### src/rtl/pmp_csr_requester_if.sv
// Bundle of the execute-side handshake, the writeback result and the PMP CSR request bus.
// master = requester (drives the CSR request and the result), slave = execute stage plus responder.
interface pmp_csr_requester_if #(
    parameter int REG_WIDTH = 32
);
    logic                 in_valid;
    logic                 in_ready;
    logic [2:0]           in_funct3;
    logic [11:0]          in_csr_addr;
    logic [4:0]           in_rs1_idx;
    logic [REG_WIDTH-1:0] in_rs1_val;
    logic [4:0]           in_rd_idx;
    logic                 flush;

    logic                 out_valid;
    logic                 out_ready;
    logic [4:0]           out_rd_idx;
    logic [REG_WIDTH-1:0] out_rd_wdata;
    logic                 out_wr_en;
    logic                 out_exc;
    logic [1:0]           out_exc_cause;

    logic                 csr_req_en;
    logic [1:0]           csr_req_op;
    logic [2:0]           csr_funct3;
    logic [4:0]           csr_imm;
    logic [REG_WIDTH-1:0] rs1_val;
    logic [11:0]          csr_req_addr;
    logic                 csr_rrsp;
    logic [31:0]          csr_req_rdata;
    logic                 csr_req_rvalid;
    logic                 csr_act_rsp;

    modport master (
        input  in_valid, in_funct3, in_csr_addr, in_rs1_idx, in_rs1_val, in_rd_idx, flush,
        input  out_ready, csr_req_rdata, csr_req_rvalid, csr_act_rsp,
        output in_ready, out_valid, out_rd_idx, out_rd_wdata, out_wr_en, out_exc, out_exc_cause,
        output csr_req_en, csr_req_op, csr_funct3, csr_imm, rs1_val, csr_req_addr, csr_rrsp
    );

    modport slave (
        output in_valid, in_funct3, in_csr_addr, in_rs1_idx, in_rs1_val, in_rd_idx, flush,
        output out_ready, csr_req_rdata, csr_req_rvalid, csr_act_rsp,
        input  in_ready, out_valid, out_rd_idx, out_rd_wdata, out_wr_en, out_exc, out_exc_cause,
        input  csr_req_en, csr_req_op, csr_funct3, csr_imm, rs1_val, csr_req_addr, csr_rrsp
    );
endinterface

### src/rtl/pmp_csr_requester.sv
// Zicsr initiator for the PMP CSR port: decodes one instruction, issues a single-cycle
// CSR request, captures the old value and returns a writeback or exception result.
module pmp_csr_requester #(
    parameter int PMP_CHANNEL_NUM = 32,
    parameter int REG_WIDTH       = 32
) (
    input  logic                clk,
    input  logic                rst,
    pmp_csr_requester_if.master bus
);
    localparam logic [11:0] CFG_BASE  = 12'h3A0;
    localparam logic [11:0] CFG_END   = 12'(32'h3A0 + PMP_CHANNEL_NUM / 4);
    localparam logic [11:0] ADDR_BASE = 12'h3B0;
    localparam logic [11:0] ADDR_END  = 12'(32'h3B0 + PMP_CHANNEL_NUM);

    typedef enum logic [1:0] {
        IDLE  = 2'd0,
        ISSUE = 2'd1,
        RESP  = 2'd2
    } state_t;

    state_t               state_q;
    logic [2:0]           funct3_q;
    logic [11:0]          addr_q;
    logic [4:0]           rs1_idx_q;
    logic [REG_WIDTH-1:0] rs1_val_q;
    logic [4:0]           rd_idx_q;
    logic [1:0]           op_q;
    logic [REG_WIDTH-1:0] result_q;
    logic                 exc_q;
    logic [1:0]           cause_q;

    logic       accept;
    logic       req_en;
    logic       resp_st;
    logic       funct3_bad;
    logic       addr_bad;
    logic [1:0] op_d;

    assign accept     = bus.in_valid & bus.in_ready;
    assign funct3_bad = (bus.in_funct3[1:0] == 2'b00);
    assign addr_bad   = !(((bus.in_csr_addr >= CFG_BASE)  && (bus.in_csr_addr < CFG_END)) ||
                          ((bus.in_csr_addr >= ADDR_BASE) && (bus.in_csr_addr < ADDR_END)));

    // CSRRW(I) skips the read when rd is x0; CSRRS/C(I) skip the write when rs1/uimm is 0.
    always_comb begin
        op_d = 2'b00;
        case (bus.in_funct3[1:0])
            2'b01:        op_d = {bus.in_rd_idx != 5'd0, 1'b1};
            2'b10, 2'b11: op_d = {1'b1, bus.in_rs1_idx != 5'd0};
            default:      op_d = 2'b00;
        endcase
    end

    always_ff @(posedge clk or posedge rst) begin
        if (rst) begin
            state_q   <= IDLE;
            funct3_q  <= 3'd0;
            addr_q    <= 12'd0;
            rs1_idx_q <= 5'd0;
            rs1_val_q <= '0;
            rd_idx_q  <= 5'd0;
            op_q      <= 2'b00;
            result_q  <= '0;
            exc_q     <= 1'b0;
            cause_q   <= 2'b00;
        end else begin
            case (state_q)
                IDLE: begin
                    if (accept) begin
                        funct3_q  <= bus.in_funct3;
                        addr_q    <= bus.in_csr_addr;
                        rs1_idx_q <= bus.in_rs1_idx;
                        rs1_val_q <= bus.in_rs1_val;
                        rd_idx_q  <= bus.in_rd_idx;
                        op_q      <= op_d;
                        result_q  <= '0;
                        exc_q     <= funct3_bad | addr_bad;
                        cause_q   <= funct3_bad ? 2'b01 : (addr_bad ? 2'b10 : 2'b00);
                        state_q   <= (funct3_bad | addr_bad) ? RESP : ISSUE;
                    end
                end
                ISSUE: begin
                    if (bus.flush) begin
                        state_q <= IDLE;
                    end else begin
                        // Responder read data is combinational and only valid in this cycle.
                        result_q <= op_q[1] ? REG_WIDTH'(bus.csr_req_rdata) : '0;
                        if (bus.csr_act_rsp) begin
                            exc_q   <= 1'b1;
                            cause_q <= 2'b11;
                        end
                        state_q <= RESP;
                    end
                end
                RESP: begin
                    if (bus.flush || bus.out_ready) begin
                        state_q <= IDLE;
                    end
                end
                default: state_q <= IDLE;
            endcase
        end
    end

    assign req_en  = (state_q == ISSUE) & ~bus.flush;
    assign resp_st = (state_q == RESP);

    assign bus.in_ready      = (state_q == IDLE) & ~bus.flush;
    assign bus.csr_req_en    = req_en;
    assign bus.csr_req_op    = req_en ? op_q : 2'b00;
    assign bus.csr_funct3    = funct3_q;
    assign bus.csr_imm       = rs1_idx_q;
    assign bus.rs1_val       = rs1_val_q;
    assign bus.csr_req_addr  = addr_q;

    assign bus.out_valid     = resp_st & ~bus.flush;
    // A flushed result still releases the responder's held read-valid.
    assign bus.csr_rrsp      = resp_st & (bus.out_ready | bus.flush);
    assign bus.out_rd_idx    = rd_idx_q;
    assign bus.out_rd_wdata  = result_q;
    assign bus.out_wr_en     = bus.out_valid & ~exc_q & (rd_idx_q != 5'd0) & op_q[1];
    assign bus.out_exc       = bus.out_valid & exc_q;
    assign bus.out_exc_cause = bus.out_valid ? cause_q : 2'b00;

    assert property (@(posedge clk) disable iff (rst) req_en |-> bus.csr_req_rvalid);
    assert property (@(posedge clk) disable iff (rst) !(req_en && bus.csr_rrsp));
endmodule

### src/flat_wrapper.sv
// flat-port wrapper written by rule: the top's interface ports become plain ports
module pmp_csr_requester_flat 
#(
    parameter int PMP_CHANNEL_NUM = 32,
    parameter int REG_WIDTH       = 32
)
  (clk, rst, bus_in_valid, bus_in_funct3, bus_in_csr_addr, bus_in_rs1_idx, bus_in_rs1_val, bus_in_rd_idx, bus_flush, bus_out_ready, bus_csr_req_rdata, bus_csr_req_rvalid, bus_csr_act_rsp, bus_in_ready, bus_out_valid, bus_out_rd_idx, bus_out_rd_wdata, bus_out_wr_en, bus_out_exc, bus_out_exc_cause, bus_csr_req_en, bus_csr_req_op, bus_csr_funct3, bus_csr_imm, bus_rs1_val, bus_csr_req_addr, bus_csr_rrsp);
  pmp_csr_requester_if #(.REG_WIDTH(REG_WIDTH)) bus_i ();
  input  logic clk;
  input  logic rst;
  input wire logic [$bits(bus_i.in_valid)-1:0] bus_in_valid;
  input wire logic [$bits(bus_i.in_funct3)-1:0] bus_in_funct3;
  input wire logic [$bits(bus_i.in_csr_addr)-1:0] bus_in_csr_addr;
  input wire logic [$bits(bus_i.in_rs1_idx)-1:0] bus_in_rs1_idx;
  input wire logic [$bits(bus_i.in_rs1_val)-1:0] bus_in_rs1_val;
  input wire logic [$bits(bus_i.in_rd_idx)-1:0] bus_in_rd_idx;
  input wire logic [$bits(bus_i.flush)-1:0] bus_flush;
  input wire logic [$bits(bus_i.out_ready)-1:0] bus_out_ready;
  input wire logic [$bits(bus_i.csr_req_rdata)-1:0] bus_csr_req_rdata;
  input wire logic [$bits(bus_i.csr_req_rvalid)-1:0] bus_csr_req_rvalid;
  input wire logic [$bits(bus_i.csr_act_rsp)-1:0] bus_csr_act_rsp;
  output wire logic [$bits(bus_i.in_ready)-1:0] bus_in_ready;
  output wire logic [$bits(bus_i.out_valid)-1:0] bus_out_valid;
  output wire logic [$bits(bus_i.out_rd_idx)-1:0] bus_out_rd_idx;
  output wire logic [$bits(bus_i.out_rd_wdata)-1:0] bus_out_rd_wdata;
  output wire logic [$bits(bus_i.out_wr_en)-1:0] bus_out_wr_en;
  output wire logic [$bits(bus_i.out_exc)-1:0] bus_out_exc;
  output wire logic [$bits(bus_i.out_exc_cause)-1:0] bus_out_exc_cause;
  output wire logic [$bits(bus_i.csr_req_en)-1:0] bus_csr_req_en;
  output wire logic [$bits(bus_i.csr_req_op)-1:0] bus_csr_req_op;
  output wire logic [$bits(bus_i.csr_funct3)-1:0] bus_csr_funct3;
  output wire logic [$bits(bus_i.csr_imm)-1:0] bus_csr_imm;
  output wire logic [$bits(bus_i.rs1_val)-1:0] bus_rs1_val;
  output wire logic [$bits(bus_i.csr_req_addr)-1:0] bus_csr_req_addr;
  output wire logic [$bits(bus_i.csr_rrsp)-1:0] bus_csr_rrsp;
  assign bus_i.in_valid = bus_in_valid;
  assign bus_i.in_funct3 = bus_in_funct3;
  assign bus_i.in_csr_addr = bus_in_csr_addr;
  assign bus_i.in_rs1_idx = bus_in_rs1_idx;
  assign bus_i.in_rs1_val = bus_in_rs1_val;
  assign bus_i.in_rd_idx = bus_in_rd_idx;
  assign bus_i.flush = bus_flush;
  assign bus_i.out_ready = bus_out_ready;
  assign bus_i.csr_req_rdata = bus_csr_req_rdata;
  assign bus_i.csr_req_rvalid = bus_csr_req_rvalid;
  assign bus_i.csr_act_rsp = bus_csr_act_rsp;
  assign bus_in_ready = bus_i.in_ready;
  assign bus_out_valid = bus_i.out_valid;
  assign bus_out_rd_idx = bus_i.out_rd_idx;
  assign bus_out_rd_wdata = bus_i.out_rd_wdata;
  assign bus_out_wr_en = bus_i.out_wr_en;
  assign bus_out_exc = bus_i.out_exc;
  assign bus_out_exc_cause = bus_i.out_exc_cause;
  assign bus_csr_req_en = bus_i.csr_req_en;
  assign bus_csr_req_op = bus_i.csr_req_op;
  assign bus_csr_funct3 = bus_i.csr_funct3;
  assign bus_csr_imm = bus_i.csr_imm;
  assign bus_rs1_val = bus_i.rs1_val;
  assign bus_csr_req_addr = bus_i.csr_req_addr;
  assign bus_csr_rrsp = bus_i.csr_rrsp;
  pmp_csr_requester #(.PMP_CHANNEL_NUM(PMP_CHANNEL_NUM), .REG_WIDTH(REG_WIDTH)) u_core (.clk(clk), .rst(rst), .bus(bus_i));
endmodule
### config.mk
export PLATFORM = sky130hd
export DESIGN_NAME = pmp_csr_requester_flat
export DESIGN_NICKNAME = d
export VERILOG_FILES = /design/src/rtl/pmp_csr_requester_if.sv /design/src/rtl/pmp_csr_requester.sv /design/src/flat_wrapper.sv
export SDC_FILE = /design/constraint.sdc
export NUM_CORES = 1
export LEC_CHECK = 0
export ABC_AREA = 1
export CORE_AREA = 2 2 110 91
export DETAILED_ROUTE_END_ITERATION = 12
export DIE_AREA = 0 0 112 93
export HOLD_SLACK_MARGIN = 0.02
export PLACE_DENSITY = 0.85
export SLEW_MARGIN = 20
export SYNTH_ARGS = -nofsm -noshare
export SYNTH_HDL_FRONTEND = slang
export SYNTH_SLANG_ARGS = --single-unit
export TNS_END_PERCENT = 100
### constraint.sdc
create_clock -name clk -period 5.55 [get_ports clk]
set_input_delay 1.3875 -clock clk [delete_from_list [all_inputs] [get_ports clk]]
set_output_delay 1.3875 -clock clk [all_outputs]
set_load 0.05 [all_outputs]
==> impl_metrics.csv, run 1 <==
group,metric,value,unit
outcome,status,"finished clean",
layout,syn2layout_area_growth,57.58,%
clocking,cts_buffers,9,
synthesis,synth_top_area_cell,"dfrtp_1",
floorplanning,dieHeight,93,um
routing,drc,0,
synthesis,synth_compound_area_frac,0.08590,
floorplanning,io_pins,195,
routing,drt_wl_total,10780,um
sta,fin_skew,0.007229,ns
setup_path,path_class,"in -> out",
sta,rsz0062_at_grt,"no",
floorplanning,start_util,0.4244,
global_routing,grt_pass1_vias,3532,
setup_path,endpoint_kind,"primary output",
global_routing,grt_usage,0.2092,
synthesis,ys_seq_area_frac,0.6042,
clocking,cts_max_level,3,
floorplanning,row_count,32,
synthesis,synthXorXnorAreaFrac,0,
global_routing,grt_pass1_wl,17290,um
layout,final_common_cell,"nand2_1",
synthesis,synth-seq-cells,96,
power,ir_drop,0.3874,mV
layout,stdcell_count,757,
sta,tns,0,ns
synthesis,yosysWarnings,0,
synthesis,synth_area_leaders,"dfrtp_1 60%, nand2_1 18%, a21oi_2 4.0%",
synthesis,synth_cells,448,
routing,vias,3567,
synthesis,synth-simple-area-share,0.2483,
place,dp_hpwl,7825,um
sta,fmax,214.0,MHz
floorplanning,dieArea,10420,um2
clocking,clock-sinks,96,
clocking,cts_resized,0,
synthesis,syn-cell-area,3976,um2
global_routing,antenna_found_initial,0,
global_routing,grt_max_degree,71,
layout,drive_above_1_share,0.07210,
synthesis,synth_top_family_by_area,"simple AND/OR/NAND/NOR gates",
worst_hold_path,worstHoldPathType,"reg -> reg",
clocking,cts_buffer_depth,2,
place,numPortBuffers,193,
sta,period_share,0.8419,
global_routing,gr-total-overflow,0,
clocking,root_buffer,"clkbuf_16",
sta,min_period,4.672,ns
routing,viasPerCell,4.712,
power,p_leak,2.871,nW
sta,worst_pin_slew,0.8544,ns
floorplanning,coreArea,9369,um2
routing,drt_iter0_drc,225,
sta,setup_viol,0,
routing,dr.pass1.iters,4,
place,dp.cells,742,
layout,layout_common_cells,"195 x nand2_1, 193 x clkdlybuf4s50_1, 96 x dfrtp_1",
synthesis,ys_async_sr_fraction,1.000,
layout,diodes,0,
power,p_per_area,670.8,nW/um2
synthesis,synth_top_area_share,0.6042,
routing,post_drt_wl_per_cell,14.25,um
sta,timing_hold_violations_final,0,
synthesis,synthMuxAreaShare,0,
clocking,cts_tree,"built",
routing,antenna_left,0,
clocking,cts_hold_buffers,0,
setup_path,path_max_fanout,5,
clocking,clk_pin_slew,0.06,ns
synthesis,synthAdderAreaFrac,0,
sta,slew-limit-headroom,0.4296,
floorplanning,die_w,112,um
setup_path,worstSetupStartpointType,"input pin",
sta,maxSlewViolCount,0,
clocking,clk_latency,0.33,ns
synthesis,syn_avg_cell_area,8.876,um2
setup_path,arrival,3.28,ns
synthesis,synth_edf_count,0,
layout,final_core_util,0.6688,
place,gp_congestion,0.7808,
setup_path,cp.required,4.16,ns
synthesis,synth_nets,544,
run,drv_cap,0,
clocking,cts_setup_buffers,0,
synthesis,synth-main-ff-cell,"dfrtp_1",
layout,nets,730,
synthesis,synth_cell_type_count,25,
-- through the flow --
step                      power (W)  hold slack (ns)  worst slack (ns)  instance area (um2)
final                      0.004203           0.4778            0.8777                 6266
after global routing       0.004405           0.4992            0.7433                 6266
after CTS                  0.004239           0.4823            0.8660                 6261
after detailed placement   0.003559           0.4636            0.8760                 5939
after global placement     0.003504           0.4611            0.9004                 5934
after floorplan            0.002724           0.4811             1.293                 3976
-- routing by layer --
metal / share of wire / up-vias / GRT usage
li1: - / 1756 / -
met1: 0.43 / 1655 / 0.2611
met2: 0.47 / 138 / 0.3439
met3: 0.083 / 18 / 0.07842
met4: 0.019 / 0 / 0.06098
met5: 0 / - / 0
-- power breakdown --
part	switching (W)	internal, W
Combinational	0.00158	0.000755
Sequential	0.000180	0.00102
Clock	0.000247	0.000416
-- registers in the layout, summed over array words and instances (netlist names) --
| name | flops |
|---|---|
| u_core.bus.out_rd_wdata | 32 |
| u_core.bus.out_rd_idx | 5 |
| u_core.exc_q | 1 |
| u_core.bus.csr_imm | 5 |
| u_core.state_q | 2 |
| u_core.bus.csr_req_addr | 12 |
| u_core.cause_q | 2 |
| u_core.bus.csr_funct3 | 3 |
| u_core.bus.rs1_val | 32 |
| u_core.op_q | 2 |
-- cell usage after synthesis (all sizes together) (2+ instances only) --
library cell,count
a21oi,35
buf,17
clkbuf,5
dfrtp,96
inv,24
nand2,196
nand3,6
nand4,2
nor2,44
nor3,5
o21ai,13
o22ai,2
-- logic make-up (layout without fill, tap and decap cells) --
group                  after synthesis  count (layout)
AOI/OAI and AO/OA                   52              52
buffers and inverters               46             236
DFF                                 96              96
and+or+nand+nor                    254             254
-- final timing paths --
kind	slack (ns)	endpoint	from	cells past startpoint
setup reg to reg	3.06	u_core.exc_q	u_core.state_q[1]	7
max in group asynchronous	3.08	u_core.bus.csr_funct3[1]	rst	3
setup / recovery	0.88	bus_out_wr_en	bus_flush	8
hold / removal	0.48	u_core.bus.rs1_val[14]	u_core.bus.rs1_val[14]	2
hold reg to reg	0.48	u_core.bus.rs1_val[14]	u_core.bus.rs1_val[14]	2
min in group asynchronous	1.59	u_core.bus.rs1_val[11]	rst	2
-- worst max-delay path, cell delays in order --
cell and delay [ns]:
clkdlybuf4s50_1 0.44, inv_1 0.12, nand3_1 0.09, buf_4 0.16
inv_1 0.07, nand3_1 0.07, a21oi_1 0.12, clkdlybuf4s50_1 0.82
-- final cells by class --
class / instances / area, um2
clock buffer: 12 / 256.5
clock inverter: 3 / 65.06
fill: 758 / 3103
inverter: 24 / 92.59
multi-input combinational: 306 / 1339
sequential: 96 / 2402
tap: 119 / 148.9
timing repair buffer: 197 / 1962
No activity file was read; power rests on OpenSTA's default activity.
==> run 2: changes to the inputs <==
--- a/config.mk
+++ b/config.mk
@@ -6,11 +6,11 @@
 export NUM_CORES = 1
 export LEC_CHECK = 0
 export ABC_AREA = 1
-export CORE_AREA = 2 2 110 91
+export CORE_AREA = 2 2 119 98
 export DETAILED_ROUTE_END_ITERATION = 12
-export DIE_AREA = 0 0 112 93
+export DIE_AREA = 0 0 121 100
 export HOLD_SLACK_MARGIN = 0.02
-export PLACE_DENSITY = 0.85
+export PLACE_DENSITY = 0.78
 export SLEW_MARGIN = 20
 export SYNTH_ARGS = -nofsm -noshare
 export SYNTH_HDL_FRONTEND = slang
==> constraint.sdc (replaced) <==
create_clock -name clk -period 4.05 [get_ports clk]
set_input_delay 1.0125 -clock clk [delete_from_list [all_inputs] [get_ports clk]]
set_output_delay 1.0125 -clock clk [all_outputs]
set_load 0.05 [all_outputs]
==> run 2 against run 1 <==
Compared with the run above:
- non-clock buffer count stayed put
- global-route usage is 3.2 points lower
- register-to-register slack worse by 0.72 ns
- core utilization is 10 points lower
- cell count is 4.0% higher
- critical path depth is 5 lower
- sequential share of layout area is 0.21 points lower
- largest power group unchanged
- sequential power is 38% higher
- die area is 16% higher
==> impl_metrics.csv, run 2 (synthesis results as in run 1) <==
group,metric,value,unit
clocking,cts_setup_buffers,0,
worst_hold_path,hold_depth,2,
sta,maxSlewViolCount,0,
floorplanning,coreArea,11080,um2
global_routing,grt_pass1_vias,3492,
setup_path,cpLargestDelayFamily,"buffers and inverters",
routing,drt_wl_total,10670,um
sta,rsz0062_at_grt,"no",
setup_path,endpoint_kind,"primary output",
setup_path,cp.required,3.04,ns
power,power_switching,0.002755,W
setup_path,cp_slowest_cell,"clkdlybuf4s50_1",
clocking,root_buffer,"clkbuf_16",
clocking,clk_pin_slew,0.07,ns
global_routing,grt_max_degree,70,
floorplanning,die_w,121,um
clocking,cts_buffers,9,
layout,fill_cells,964,
run,drv_cap,0,
power,p_leak,2.887,nW
layout,syn2layout_area_growth,58.46,%
sta,setup_viol,0,
global_routing,grt_usage,0.1768,
clocking,cts_buffer_depth,2,
sta,worst_pin_slew,0.7875,ns
clocking,clock-sinks,96,
layout,final_common_cell,"nand2_1",
setup_path,r2r_end,"u_core.bus.rs1_val[8]",
worst_hold_path,worstHoldStart,"u_core.bus.rs1_val[20]",
setup_path,crit_start,"bus_flush",
routing,vias,3557,
sta,fin_skew,0.006272,ns
clocking,cts_resized,0,
floorplanning,dieArea,12100,um2
setup_path,path_max_fanout,3,
place,dp_hpwl,7779,um
routing,antenna_left,0,
place,gp_congestion,0.7184,
sta,fin_ws,0.5507,ns
global_routing,grt_pass1_wl,16920,um
power,combPwrFrac,0.560,
setup_path,worst-path-buf-inv,2,
layout,nets,730,
setup_path,crit_path_frequent_cell,"clkdlybuf4s50_1",
place,numPortBuffers,193,
clocking,cts_hold_buffers,0,
routing,drc,0,
routing,post_drt_wl_per_cell,13.55,um
setup_path,reg2regPathDepth,6,
power,pwr-share-seq,0.290,
power,pwr-share-clk,0.151,
sta,slew-limit-headroom,0.4750,
floorplanning,dieHeight,100,um
power,sw_frac_of_total,0.4833,
setup_path,ff2ff_setup_slack,2.34,ns
layout,layout_common_cells,"195 x nand2_1, 185 x clkdlybuf4s50_1, 96 x dfrtp_1",
floorplanning,io_pins,195,
routing,viasPerCell,4.520,
routing,dr.pass1.iters,5,
sta,tns,0,ns
floorplanning,start_util,0.3589,
setup_path,max_stage_delay,0.84,ns
layout,drive_above_1_share,0.08607,
floorplanning,row_count,35,
power,p_int,0.002946,W
worst_hold_path,hold_path_end,"u_core.bus.rs1_val[20]",
setup_path,r2r_start,"u_core.state_q[1]",
global_routing,gr-total-overflow,0,
clocking,clk_latency,0.33,ns
setup_path,path_class,"in -> out",
power,p_per_area,904.9,nW/um2
setup_path,arrival,2.49,ns
outcome,status,"finished clean",
routing,drt_iter0_drc,210,
layout,seqCellArea,2402,um2
clocking,cts_max_level,3,
sta,min_period,3.499,ns
sta,fmax,285.8,MHz
layout,diodes,0,
setup_path,path_cells,"clkdlybuf4s50_1 -> nor3_1 -> clkdlybuf4s50_1",
sta,period_share,0.8640,
global_routing,antenna_found_initial,0,
sta,timing_hold_violations_final,0,
worst_hold_path,worstHoldPathType,"reg -> reg",
place,place_ws,0.5563,ns
layout,multi_input_area,1334,um2
clocking,cts_tree,"built",
power,ir_drop,0.4770,mV
setup_path,worstSetupStartpointType,"input pin",
==> run 2: worst register-to-register path, stage by stage, from the launching register on <==
cell	delay (ns)
dfrtp_1	0.44
nor2_2	0.19
nand3_2	0.12
inv_2	0.33
buf_4	0.38
nand2_1	0.11
nand2_1	0.08
==> run 2: worst max path at each step <==
| stage | to | slack [ns] | cells after the start |
|---|---|---|---|
| final | bus_in_ready | 0.55 | 3 |
| after CTS | bus_csr_rrsp | 0.56 | 3 |
| after floorplan | u_core.bus.csr_funct3[0] | 0.53 | 1 |
| after global routing | bus_out_wr_en | 0.49 | 7 |
| after global placement | bus_csr_rrsp | 0.57 | 3 |
| after detailed placement | bus_csr_rrsp | 0.56 | 3 |
==> run 2: area by class of cell <==
| class | count | share of cell area |
|---|---|---|
| Sequential cell | 96 | 0.3813 |
| Timing Repair Buffer | 197 | 0.3141 |
| Multi-Input combinational cell | 306 | 0.2117 |
| Clock buffer | 12 | 0.04071 |
| Tap cell | 148 | 0.02939 |
| Inverter | 24 | 0.01469 |
| Clock inverter | 4 | 0.008141 |
==> run 2: routing by layer <==
layer  global-route usage  part of all wire  vias up
li1                     -                 -     1757
met1               0.2147              0.42     1663
met2               0.2917              0.48      121
met3              0.07159             0.084       16
met4              0.05009             0.015        0
met5                    0                 0        -
==> run 2: through the flow <==
step           total power [W]  instance area (um2)  std cells  utilization  hold slack (ns)
3_3_place_gp          0.004808                 5988        771       0.5405           0.4616
5_1_grt               0.005998                 6301        787       0.5687           0.4958
6_report              0.005702                 6301        787       0.5687           0.4791
2_1_floorplan         0.003734                 3976        448            -           0.4811
3_5_place_dp          0.004871                 5988        771       0.5405           0.4638
4_1_cts               0.005763                 6296        787       0.5683           0.4821
==> run 2: power by group through the flow <==
stage / Clock (W) / Sequential (W) / Combinational, W
after floorplan: 0 / 0.00312 / 0.000611
after global placement: 0 / 0.00164 / 0.00317
after detailed placement: 0 / 0.00166 / 0.00321
after CTS: 0.000892 / 0.00165 / 0.00322
after global routing: 0.000938 / 0.00171 / 0.00335
final: 0.000859 / 0.00165 / 0.00319
